--- config.mk ---
export PLATFORM = sky130hd
export DESIGN_NAME = fifo_rd_ctrl_flat
export DESIGN_NICKNAME = d
export VERILOG_FILES = /design/src/rtl/fifo_pkg.sv /design/src/rtl/fifo_rd_ctrl_if.sv /design/src/rtl/fifo_skid_buf.sv /design/src/rtl/fifo_rd_ctrl.sv /design/src/flat_wrapper.sv
export SDC_FILE = /design/constraint.sdc
export NUM_CORES = 1
export LEC_CHECK = 0
export BUFFER_PORTS_ARGS = -buffer_cell sky130_fd_sc_hd__buf_2
export CAP_MARGIN = 20
export CORE_MARGIN = 3
export CORE_UTILIZATION = 55
export DETAILED_ROUTE_END_ITERATION = 10
export PLACE_DENSITY_LB_ADDON = 0.12
export SLEW_MARGIN = 20
export SYNTH_ARGS = -nofsm -noshare
export SYNTH_HDL_FRONTEND = slang
export SYNTH_SLANG_ARGS = --single-unit
--- constraint.sdc ---
create_clock -name clk -period 6.9 [get_ports clk]
set_input_delay 2.07 -clock clk [delete_from_list [all_inputs] [get_ports clk]]
set_output_delay 2.07 -clock clk [all_outputs]
set_load 0.02 [all_outputs]
--- src/rtl/fifo_pkg.sv ---
// Shared constants and read-controller state type for the team's 16x8 synchronous FIFO.
package fifo_pkg;

  localparam int FIFO_DW    = 8;
  localparam int FIFO_DEPTH = 16;

  typedef enum logic [1:0] {
    ST_IDLE = 2'd0,
    ST_FILL = 2'd1,
    ST_FULL = 2'd2
  } rd_state_e;

  // Occupancy class after an edge, derived from buffered bytes and the pending read.
  function automatic rd_state_e rd_state(input logic [1:0] cnt, input logic inflight);
    if (cnt == 2'd2) begin
      return ST_FULL;
    end else if (cnt == 2'd1 || inflight) begin
      return ST_FILL;
    end
    return ST_IDLE;
  endfunction

endpackage

--- src/rtl/fifo_rd_ctrl_if.sv ---
// FIFO read port plus downstream valid/ready byte stream seen by fifo_rd_ctrl.
interface fifo_rd_ctrl_if #(
  parameter int DW = fifo_pkg::FIFO_DW
);

  logic          fifo_rd;
  logic [DW-1:0] fifo_dout;
  logic          fifo_empty;
  logic          fifo_wr_acc;
  logic [DW-1:0] m_data;
  logic          m_valid;
  logic          m_ready;
  logic          m_last;
  logic [15:0]   rd_count;

  modport master (
    output fifo_rd,
    input  fifo_dout,
    input  fifo_empty,
    input  fifo_wr_acc,
    output m_data,
    output m_valid,
    input  m_ready,
    output m_last,
    output rd_count
  );

  modport slave (
    input  fifo_rd,
    output fifo_dout,
    output fifo_empty,
    output fifo_wr_acc,
    input  m_data,
    input  m_valid,
    output m_ready,
    input  m_last,
    input  rd_count
  );

endinterface

--- src/rtl/fifo_skid_buf.sv ---
// Two-entry skid buffer: entry 0 is always the head, entry 1 the byte behind it.
module fifo_skid_buf
  import fifo_pkg::*;
#(
  parameter int DW = FIFO_DW
) (
  input  logic          clk,
  input  logic          rst,
  input  logic          push_i,
  input  logic [DW-1:0] din_i,
  input  logic          pop_i,
  output logic [DW-1:0] head_o,
  output logic [1:0]    count_o
);

  logic [DW-1:0] ent0_q, ent0_d;
  logic [DW-1:0] ent1_q, ent1_d;
  logic [1:0]    cnt_q, cnt_d;

  always_comb begin
    // NOTE: every comb output gets a default first so no path can infer a latch.
    ent0_d = ent0_q;
    ent1_d = ent1_q;
    cnt_d  = cnt_q;
    case ({push_i, pop_i})
      2'b10: begin
        if (cnt_q == 2'd0) begin
          ent0_d = din_i;
        end else begin
          ent1_d = din_i;
        end
        cnt_d = cnt_q + 2'd1;
      end
      2'b01: begin
        ent0_d = ent1_q;
        cnt_d  = cnt_q - 2'd1;
      end
      2'b11: begin
        if (cnt_q == 2'd1) begin
          ent0_d = din_i;
        end else begin
          ent0_d = ent1_q;
          ent1_d = din_i;
        end
      end
      default: begin
      end
    endcase
  end

  always_ff @(posedge clk) begin
    if (!rst) begin
      // NOTE: the two data entries are reset so m_data reads 0 out of reset; cheap at this size.
      ent0_q <= '0;
      ent1_q <= '0;
      cnt_q  <= 2'd0;
    end else begin
      // NOTE: non-blocking assignments keep all flops updating from pre-edge values.
      ent0_q <= ent0_d;
      ent1_q <= ent1_d;
      cnt_q  <= cnt_d;
    end
  end

  assign head_o  = ent0_q;
  assign count_o = cnt_q;

  a_no_underflow : assert property (@(posedge clk) disable iff (!rst)
    !(pop_i && cnt_q == 2'd0));
  a_no_overflow : assert property (@(posedge clk) disable iff (!rst)
    !(push_i && !pop_i && cnt_q == 2'd2));

endmodule

--- src/rtl/fifo_rd_ctrl.sv ---
// FIFO read-side controller: hides read latency and write priority behind a framed byte stream.
// Build option: define FIFO_RD_COUNT_EN to get a 16-bit delivered-byte counter on rd_count.
module fifo_rd_ctrl
  import fifo_pkg::*;
#(
  parameter int PKT_LEN = 4,
  parameter int DW      = FIFO_DW
) (
  input  logic           clk,
  input  logic           rst,
  fifo_rd_ctrl_if.master bus
);

  localparam logic [7:0] LAST_IDX = 8'(PKT_LEN - 1);

  rd_state_e     state_q, state_d;
  logic          inflight_q, inflight_d;
  logic [7:0]    pkt_cnt_q, pkt_cnt_d;
  logic [1:0]    buf_cnt, buf_cnt_nxt;
  logic [DW-1:0] head;
  logic          m_valid, pop, push;
  logic          rd_room, rd_req, rd_acc;

  assign m_valid = (buf_cnt != 2'd0);
  assign pop     = m_valid && bus.m_ready;
  assign push    = inflight_q;

  fifo_skid_buf #(.DW(DW)) u_skid (
    .clk     (clk),
    .rst     (rst),
    .push_i  (push),
    .din_i   (bus.fifo_dout),
    .pop_i   (pop),
    .head_o  (head),
    .count_o (buf_cnt)
  );

  always_comb begin
    rd_room = 1'b0;
    // Room means buffered + pending - popping leaves a free slot at the next edge.
    case (state_q)
      ST_IDLE: rd_room = 1'b1;
      ST_FILL: rd_room = !(inflight_q && buf_cnt == 2'd1) || pop;
      ST_FULL: rd_room = !inflight_q && pop;
      default: rd_room = 1'b0;
    endcase

    rd_req      = rst && !bus.fifo_empty && rd_room;
    rd_acc      = rd_req && !bus.fifo_wr_acc;
    inflight_d  = rd_acc;
    buf_cnt_nxt = buf_cnt + {1'b0, push} - {1'b0, pop};
    state_d     = rd_state(buf_cnt_nxt, inflight_d);

    pkt_cnt_d = pkt_cnt_q;
    if (pop) begin
      pkt_cnt_d = (pkt_cnt_q == LAST_IDX) ? 8'd0 : pkt_cnt_q + 8'd1;
    end
  end

  always_ff @(posedge clk) begin
    if (!rst) begin
      state_q    <= ST_IDLE;
      inflight_q <= 1'b0;
      pkt_cnt_q  <= 8'd0;
    end else begin
      state_q    <= state_d;
      inflight_q <= inflight_d;
      pkt_cnt_q  <= pkt_cnt_d;
    end
  end

  assign bus.fifo_rd = rd_req;
  assign bus.m_data  = head;
  assign bus.m_valid = m_valid;
  assign bus.m_last  = m_valid && (pkt_cnt_q == LAST_IDX);

`ifdef FIFO_RD_COUNT_EN
  logic [15:0] rd_count_q;

  always_ff @(posedge clk) begin
    if (!rst) begin
      rd_count_q <= 16'd0;
    end else if (pop) begin
      rd_count_q <= rd_count_q + 16'd1;
    end
  end

  assign bus.rd_count = rd_count_q;
`else
  assign bus.rd_count = 16'd0;
`endif

  a_state_consistent : assert property (@(posedge clk) disable iff (!rst)
    state_q == rd_state(buf_cnt, inflight_q));

endmodule

--- src/flat_wrapper.sv ---
// flat-port wrapper written by rule: the top's interface ports become plain ports
module fifo_rd_ctrl_flat import fifo_pkg::*;
#(
  parameter int PKT_LEN = 4,
  parameter int DW      = FIFO_DW
)
  (clk, rst, bus_fifo_rd, bus_fifo_dout, bus_fifo_empty, bus_fifo_wr_acc, bus_m_data, bus_m_valid, bus_m_ready, bus_m_last, bus_rd_count);
  fifo_rd_ctrl_if #(.DW(DW)) bus_i ();
  input  logic clk;
  input  logic rst;
  output wire logic [$bits(bus_i.fifo_rd)-1:0] bus_fifo_rd;
  input wire logic [$bits(bus_i.fifo_dout)-1:0] bus_fifo_dout;
  input wire logic [$bits(bus_i.fifo_empty)-1:0] bus_fifo_empty;
  input wire logic [$bits(bus_i.fifo_wr_acc)-1:0] bus_fifo_wr_acc;
  output wire logic [$bits(bus_i.m_data)-1:0] bus_m_data;
  output wire logic [$bits(bus_i.m_valid)-1:0] bus_m_valid;
  input wire logic [$bits(bus_i.m_ready)-1:0] bus_m_ready;
  output wire logic [$bits(bus_i.m_last)-1:0] bus_m_last;
  output wire logic [$bits(bus_i.rd_count)-1:0] bus_rd_count;
  assign bus_fifo_rd = bus_i.fifo_rd;
  assign bus_i.fifo_dout = bus_fifo_dout;
  assign bus_i.fifo_empty = bus_fifo_empty;
  assign bus_i.fifo_wr_acc = bus_fifo_wr_acc;
  assign bus_m_data = bus_i.m_data;
  assign bus_m_valid = bus_i.m_valid;
  assign bus_i.m_ready = bus_m_ready;
  assign bus_m_last = bus_i.m_last;
  assign bus_rd_count = bus_i.rd_count;
  fifo_rd_ctrl #(.PKT_LEN(PKT_LEN), .DW(DW)) u_core (.clk(clk), .rst(rst), .bus(bus_i));
endmodule
==> flow_summary_export.csv, run 1 <==
group,metric,value,unit
status,status,"complete, no violations",
placed_design,hpwl,2130,µm
timing,hold_fails_final_rpt,0,
yosys,yosysTopAreaCell,"sky130_fd_sc_hd__dfxtp_1",
worst_hold_path,hold_path.class,"register to register",
timing,period_needed,5.50,ns
global_routing,first_pass_grt_wire_length,4730,µm
die,rows,18,
routing,vias,1121,
cts,clk_latency,0.33,ns
yosys,synth_edf_count,0,
cts,cts.repair_timing.setup_buffer_count,0,
routing,highest_layer,"met4",
die,die_x,58.3,µm
cts,cts_made_buffers,5,
yosys,synth_top_flop_cell,"sky130_fd_sc_hd__dfxtp_1",
timing,drv_slew,0,
die,core_region_area,2540,µm²
setup_path,element_type_at_the_critical_path_end,"primary output",
yosys,yosys_warning_count,0,
routing,post_detailed_route_count_of_antenna_violating_nets,0,
yosys,synth_simple_gate_area_share,21.2,%
yosys,post_synthesis_adder_cell_area_fraction,7.42,%
cts,cts_hold_buffers,0,
routing,routed_wire_length_per_instance,12.8,µm
timing,max_freq,182,MHz
power,total_power,606,µW
layout,drive_gt1_share,18.5,%
setup_path,worst_path_dominant_cell_family,"buffers and inverters",
global_routing,grt_start_max_net_pins,25,
setup_path,path_cells,"buf_2, nand2b_1, inv_6, ha_1, inv_1, o21ai_0, and4bb_2, buf_2",
yosys,synthesis.area,1500,µm²
power,leakagePower,0.694,nW
die,die_area,3390,µm²
placed_design,globalplace.congestion,0.853,
yosys,fraction_of_post_synthesis_cell_area_in_the_top_cell_type_by_area,38.7,%
setup_path,startpoint_type,"primary input",
timing,post_route_clock_period_utilization,79.8,%
placed_design,number_of_buffers_added_on_ports,23,
cts,post_cts_resized,0,
power,irDropWorstVdd,0.288,mV
layout,layout.nets,209,
yosys,number_of_cells_produced_by_synthesis,163,
routing,post-route-drc-count,0,
routing,total_iterations_of_the_first_detailed_routing_run,4,
routing,dr_wl_met3,171,µm
layout,finish.utilization,64.9,%
setup_path,worstPathBufferInverterCount,4,
global_routing,gr-usage-all-layers,18.6,%
timing,clock-skew-final,0.00996,ns
timing,rsz0062_at_grt,"no",
global_routing,number_of_antenna_violations_at_the_first_check_in_global_routing,0,
global_routing,grt_pass1_vias,1089,
yosys,synth.ff_latch_count,29,
yosys,count_of_cell_types_in_the_netlist,34,
yosys,synth_top_cells_by_area,"sky130_fd_sc_hd__dfxtp_1 (39%), sky130_fd_sc_hd__buf_4 (8.0%), sky130_fd_sc_hd__ha_1 (6.7%)",
setup_path,cp.arrival,3.43,ns
routing,met1Wirelength,1200,µm
setup_path,critical-path-max-stage-delay,0.23,ns
cts,clock_tree_from_tritoncts,"done",
die,design.portCount,40,
timing,worst_pin_slew,0.580,ns
die,floorplan.die.height,58.3,µm
yosys,synth.cells.most_frequent,"sky130_fd_sc_hd__dfxtp_1 (29), sky130_fd_sc_hd__nor2_1 (18), sky130_fd_sc_hd__buf_4 (16)",
layout,insertedDiodeCount,0,
yosys,synth_xor_area_share,5.83,%
yosys,synth-async-reset-ratio,0,%
setup_path,critical-path-top-cell-by-count,"sky130_fd_sc_hd__buf_2",
yosys,share_of_synthesized_area_occupied_by_flip_flops_and_latches,38.7,%
job,maxCapViolations,0,
yosys,synth.avg_cell_area,9.21,µm²
cts,max-clock-path-buffers,2,
die,floorplan.initialDensity,59.0,%
timing,fin_tns_setup,0,ns
cts,clock_edge_transition_at_the_registers_on_the_reported_setup_and_hold_paths,0.08,ns
routing,routed-wl-met2,1390,µm
yosys,synth_compound_area_share,9.42,%
routing,drt-vias-per-instance,5.12,
cts,tritoncts_num_sinks,29,
setup_path,cp_max_fo,9,
timing,finalSetupViolCount,0,
setup_path,cp_data_required_time,4.83,ns
setup_path,slack_of_the_worst_reg_to_reg_path,4.25,ns
cts,cts-root-buf,"sky130_fd_sc_hd__clkbuf_4",
routing,initialDrtViolationCount,55,
timing,timing.max_slew.rel_slack,61.1,%
yosys,synth_most_common_cell,"sky130_fd_sc_hd__dfxtp_1",
global_routing,grt-ovfl-total,0,
yosys,share_of_cell_area_taken_by_muxes_after_synthesis,5.33,%
layout,syn_to_final_growth,10.0,%
setup_path,crit_path_top_delay_cell,"sky130_fd_sc_hd__nand2b_1",
cts,cts_max_level,2,
setup_path,path_class,"primary input to primary output",
yosys,synth_top_family_by_area,"simple AND/OR/NAND/NOR gates",
routing,detail_route.wirelength,2810,µm
power,powerDensity,367,nW/µm²
==> metal layers <==
metal / track usage, % / up-vias
li1: - / 574
met4: 9.93 / 0
met3: 4.68 / 4
met1: 22.4 / 513
met5: 0 / -
met2: 30.5 / 30
==> state kept, by name, indices dropped and copies added (netlist names) <==
signal / cells
u_core.u_skid.head_o: 8
u_core.inflight_q: 1
u_core.state_q: 2
u_core.u_skid.ent1_q: 8
u_core.u_skid.count_o: 2
u_core.pkt_cnt_q: 8
==> final timing paths <==
check                                start                   to  depth (start not counted)
setup / recovery               bus_m_ready          bus_fifo_rd                          8
hold reg to reg        u_core.pkt_cnt_q[1]  u_core.pkt_cnt_q[1]                          2
setup reg to reg  u_core.u_skid.count_o[0]    u_core.state_q[0]                         10
hold / removal         u_core.pkt_cnt_q[1]  u_core.pkt_cnt_q[1]                          2
==> cell type report <==
type                    count  area, µm²
clock buffers               7       55.1
clock inverters             1       30.0
fillers                   228        893
inverters                   8       35.0
multi-input cells         121        798
flip-flops and latches     29        581
well taps                  30       37.5
repair buffers             23        115
==> placed cells by master, fill, tap and decap left out, types with 2 or more instances in the layout <==
cell / netlist / final
sky130_fd_sc_hd__mux2i_1: 8 / 8
sky130_fd_sc_hd__nor3_1: 2 / 2
sky130_fd_sc_hd__nand2_1: 9 / 9
sky130_fd_sc_hd__nand3_1: 3 / 3
sky130_fd_sc_hd__buf_2: 1 / 23
sky130_fd_sc_hd__xnor2_1: 9 / 9
sky130_fd_sc_hd__clkbuf_4: 0 / 5
sky130_fd_sc_hd__conb_1: 1 / 16
sky130_fd_sc_hd__inv_1: 7 / 7
sky130_fd_sc_hd__o211a_1: 2 / 2
sky130_fd_sc_hd__and2_1: 2 / 2
sky130_fd_sc_hd__dfxtp_1: 29 / 29
sky130_fd_sc_hd__nor3b_1: 9 / 9
sky130_fd_sc_hd__nor2_1: 18 / 18
sky130_fd_sc_hd__nor2b_1: 8 / 8
sky130_fd_sc_hd__ha_1: 8 / 8
sky130_fd_sc_hd__a221oi_1: 8 / 8
sky130_fd_sc_hd__o21ai_1: 4 / 4
sky130_fd_sc_hd__nor4_1: 2 / 2
sky130_fd_sc_hd__o21ai_0: 2 / 2
==> tightest hold or removal path, cell delays in order, from the launching register on <==
cell                       delay [ns]
sky130_fd_sc_hd__dfxtp_1         0.34
sky130_fd_sc_hd__nand2_1         0.06
sky130_fd_sc_hd__a21boi_0        0.06
==> stage by stage <==
| step | instance area, µm² | setup WS [ns] | hold WS (ns) | instances |
|---|---|---|---|---|
| 2_1_floorplan | 1560 | 1.79 | 0.454 | 178 |
| 6_report | 1650 | 1.40 | 0.497 | 219 |
| 4_1_cts | 1650 | 1.40 | 0.502 | 219 |
| 3_3_place_gp | 1570 | 1.49 | 0.463 | 211 |
| 5_1_grt | 1650 | 1.27 | 0.516 | 219 |
| 3_5_place_dp | 1570 | 1.40 | 0.483 | 211 |
==> power by group <==
| group | total, mW | internal (mW) | leakage (nW) | switching [mW] |
|---|---|---|---|---|
| clock | 0.145 | 0.0865 | 0.0455 | 0.0584 |
| sequential | 0.223 | 0.203 | 0.236 | 0.0206 |
| combinational | 0.238 | 0.0916 | 0.412 | 0.146 |
==> kinds of logic (layout without fill, tap and decap cells) <==
kind of cell               Yosys count  count (layout)
AOI/OAI and AO/OA                   19              19
buffers and inverters               28              39
and+or+nand+nor                     59              59
xor gates and xnor gates            10              10
adders and majority gates            9               9
other                                1              16
DFF                                 29              29
muxes                                8               8
(Power assumes the default switching activity.)
==> run 2, diff against run 1 <==
--- a/config.mk
+++ b/config.mk
@@ -5,10 +5,11 @@
 export SDC_FILE = /design/constraint.sdc
 export NUM_CORES = 1
 export LEC_CHECK = 0
+export ABC_AREA = 1
 export BUFFER_PORTS_ARGS = -buffer_cell sky130_fd_sc_hd__buf_2
 export CAP_MARGIN = 20
 export CORE_MARGIN = 3
-export CORE_UTILIZATION = 55
+export CORE_UTILIZATION = 53
 export DETAILED_ROUTE_END_ITERATION = 10
 export PLACE_DENSITY_LB_ADDON = 0.12
 export SLEW_MARGIN = 20
==> constraint.sdc (replaced) <==
create_clock -name clk -period 5.55 [get_ports clk]
set_input_delay 1.665 -clock clk [delete_from_list [all_inputs] [get_ports clk]]
set_output_delay 1.665 -clock clk [all_outputs]
set_load 0.02 [all_outputs]
==> run 2 against run 1 <==
Compared with the run above: setup slack lost 0.28 ns; clock power shrank 16%; critical path depth grew 1; die area grew 12%; via count grew 17%; total power shrank 2.9%; first-iteration DRC count grew 27%; critical endpoint unchanged; cell count grew 30%; final area grew 5.8%; non-clock buffer count is the same; clock-buffer cell count shrank 1.
==> flow_summary_export.csv, run 2 <==
group,metric,value,unit
routing,total_iterations_of_the_first_detailed_routing_run,4,
routing,routed_wire_length_per_instance,9.95,µm
global_routing,first_pass_grt_wire_length,4480,µm
global_routing,grt_pass1_vias,1056,
setup_path,regToRegEndpoint,"u_core.state_q[0]",
yosys,synth_top_flop_cell,"sky130_fd_sc_hd__dfxtp_1",
yosys,count_of_cell_types_in_the_netlist,26,
setup_path,cp.arrival,2.77,ns
setup_path,startpoint_type,"primary input",
setup_path,worst_path_dominant_cell_family,"buffers and inverters",
timing,hold_fails_final_rpt,0,
cts,cts_max_level,2,
cts,clk_latency,0.33,ns
placed_design,numPlacedInstances,277,
timing,clock-skew-final,0.00680,ns
setup_path,critical-path-max-stage-delay,0.24,ns
setup_path,cp_data_required_time,3.88,ns
cts,clock_tree_from_tritoncts,"done",
setup_path,path_cells,"buf_2, nand2_4, inv_2, ha_1, nand2_1, a21oi_1, nand2_1, inv_1, buf_2",
routing,initialDrtViolationCount,70,
cts,cts-root-buf,"sky130_fd_sc_hd__clkbuf_4",
placed_design,hpwl,2130,µm
layout,insertedDiodeCount,0,
yosys,synth_edf_count,0,
timing,max_freq,226,MHz
timing,finalSetupViolCount,0,
layout,syn_to_final_growth,6.80,%
routing,post_detailed_route_count_of_antenna_violating_nets,0,
cts,post_cts_resized,0,
yosys,synth_top_cells_by_area,"sky130_fd_sc_hd__dfxtp_1 (35%), sky130_fd_sc_hd__nand2_1 (11%), sky130_fd_sc_hd__buf_4 (7.3%)",
layout,post_layout_inst_area,1750,µm²
cts,max-clock-path-buffers,2,
setup_path,cp_max_fo,7,
timing,worst_pin_slew,0.571,ns
routing,detail_route.wirelength,2840,µm
global_routing,grt_start_max_net_pins,22,
routing,post-route-drc-count,0,
routing,vias,1316,
die,die_area,3790,µm²
layout,layout.cells.most_common_list,"sky130_fd_sc_hd__nand2_1 (48), sky130_fd_sc_hd__nor2_1 (32), sky130_fd_sc_hd__inv_1 (30), sky130_fd_sc_hd__dfxtp_1 (29), sky130_fd_sc_hd__buf_2 (23)",
yosys,synth.avg_cell_area,7.18,µm²
yosys,number_of_cells_produced_by_synthesis,228,
timing,drv_slew,0,
yosys,synth-async-reset-ratio,0,%
job,maxCapViolations,0,
die,rows,19,
layout,layout.nets,274,
placed_design,globalplace.congestion,0.785,
setup_path,r2r-start,"u_core.u_skid.count_o[0]",
worst_hold_path,holdCritStartpoint,"u_core.u_skid.ent1_q[6]",
die,design.portCount,40,
timing,rsz0062_at_grt,"no",
setup_path,element_type_at_the_critical_path_end,"primary output",
yosys,share_of_synthesized_area_occupied_by_flip_flops_and_latches,35.5,%
yosys,fraction_of_post_synthesis_cell_area_in_the_top_cell_type_by_area,35.5,%
cts,clock_edge_transition_at_the_registers_on_the_reported_setup_and_hold_paths,0.09,ns
setup_path,worstPathBufferInverterCount,4,
yosys,synth.cells.most_frequent,"sky130_fd_sc_hd__nand2_1 (48), sky130_fd_sc_hd__nor2_1 (32), sky130_fd_sc_hd__inv_1 (30)",
power,leakagePower,0.894,nW
die,core_region_area,2850,µm²
timing,fin_tns_setup,0,ns
setup_path,path_class,"primary input to primary output",
cts,cts_made_buffers,5,
layout,drive_gt1_share,18.1,%
die,floorplan.die.height,61.6,µm
cts,cts_hold_buffers,0,
global_routing,number_of_antenna_violations_at_the_first_check_in_global_routing,0,
global_routing,gr-usage-all-layers,16.3,%
cts,tritoncts_num_sinks,29,
routing,drt-vias-per-instance,4.62,
yosys,synth_most_common_cell,"sky130_fd_sc_hd__nand2_1",
yosys,yosys_warning_count,0,
power,total_power,588,µW
timing,post_route_clock_period_utilization,79.9,%
worst_hold_path,hold_end,"u_core.u_skid.ent1_q[6]",
layout,mostFrequentLayoutCell,"sky130_fd_sc_hd__nand2_1",
placed_design,post_dp_cell_area,1700,µm²
status,status,"complete, no violations",
setup_path,worstSetupStartpoint,"bus_m_ready",
timing,period_needed,4.43,ns
timing,timing.max_slew.rel_slack,61.7,%
die,floorplan.initialDensity,57.4,%
global_routing,grt-ovfl-total,0,
layout,final_cells,285,
worst_hold_path,hold_path_depth,2,
setup_path,r2r.worst_path.cells,14,
yosys,synthesis.area,1640,µm²
cts,cts.repair_timing.setup_buffer_count,0,
yosys,yosysTopAreaCell,"sky130_fd_sc_hd__dfxtp_1",
worst_hold_path,hold_path.class,"register to register",
setup_path,crit_path_top_delay_cell,"sky130_fd_sc_hd__ha_1",
die,die_x,61.6,µm
power,irDropWorstVdd,0.213,mV
power,powerDensity,336,nW/µm²
setup_path,slack_of_the_worst_reg_to_reg_path,3.41,ns
placed_design,number_of_buffers_added_on_ports,23,
yosys,synth.ff_latch_count,29,
[run 2: final cells by class]
type / count / area, µm²
Timing Repair Buffer: 23 / 115
Sequential cell: 29 / 581
Clock buffer: 6 / 41.3
Clock inverter: 2 / 10.0
Inverter: 35 / 131
Tap cell: 31 / 38.8
Fill cell: 283 / 1100
Multi-Input combinational cell: 159 / 831
[run 2: stage by stage]
stage          worst slack [ns]  hold WS, ns  util, %
5_1_grt                   0.963        0.519     61.3
3_5_place_dp               1.10        0.472     59.5
3_3_place_gp               1.15        0.463     59.5
6_report                   1.12        0.489     61.3
2_1_floorplan              1.42        0.455        -
4_1_cts                    1.09        0.494     61.3
[run 2: cells by family after synthesis]
group                    synth area share [%]
AO/OA/AOI/OAI                            11.6
XOR/XNOR                                 1.61
adder cells (fa/ha/maj)                  6.12
buffers and inverters                    17.2
flip-flops                               35.5
other                                   0.229
AND/OR/NAND/NOR                          27.8
[run 2: worst max path at each step]
stage                  end  cells after the start
4_1_cts        bus_fifo_rd                      9
3_5_place_dp   bus_fifo_rd                      9
2_1_floorplan  bus_fifo_rd                      7
6_report       bus_fifo_rd                      9
5_1_grt        bus_fifo_rd                      9
3_3_place_gp   bus_fifo_rd                      9
[run 2: per-layer routing]
metal,track usage (%),vias up,wire (µm)
met5,0,-,0
met4,8.18,0,55
met3,5.03,5,155
met2,23.5,33,1220
met1,21.8,546,1400
li1,-,732,-
[run 2: worst min-delay path, cell delays in order, from the launching register on]
cell	delay, ns
sky130_fd_sc_hd__dfxtp_1	0.33
sky130_fd_sc_hd__nor2_1	0.05
sky130_fd_sc_hd__nor2_1	0.08
[run 2: power breakdown]
group,internal [mW],switching [mW],leakage (nW)
registers,0.241,0.0172,0.237
clock network,0.0481,0.0744,0.0320
logic,0.0703,0.137,0.625
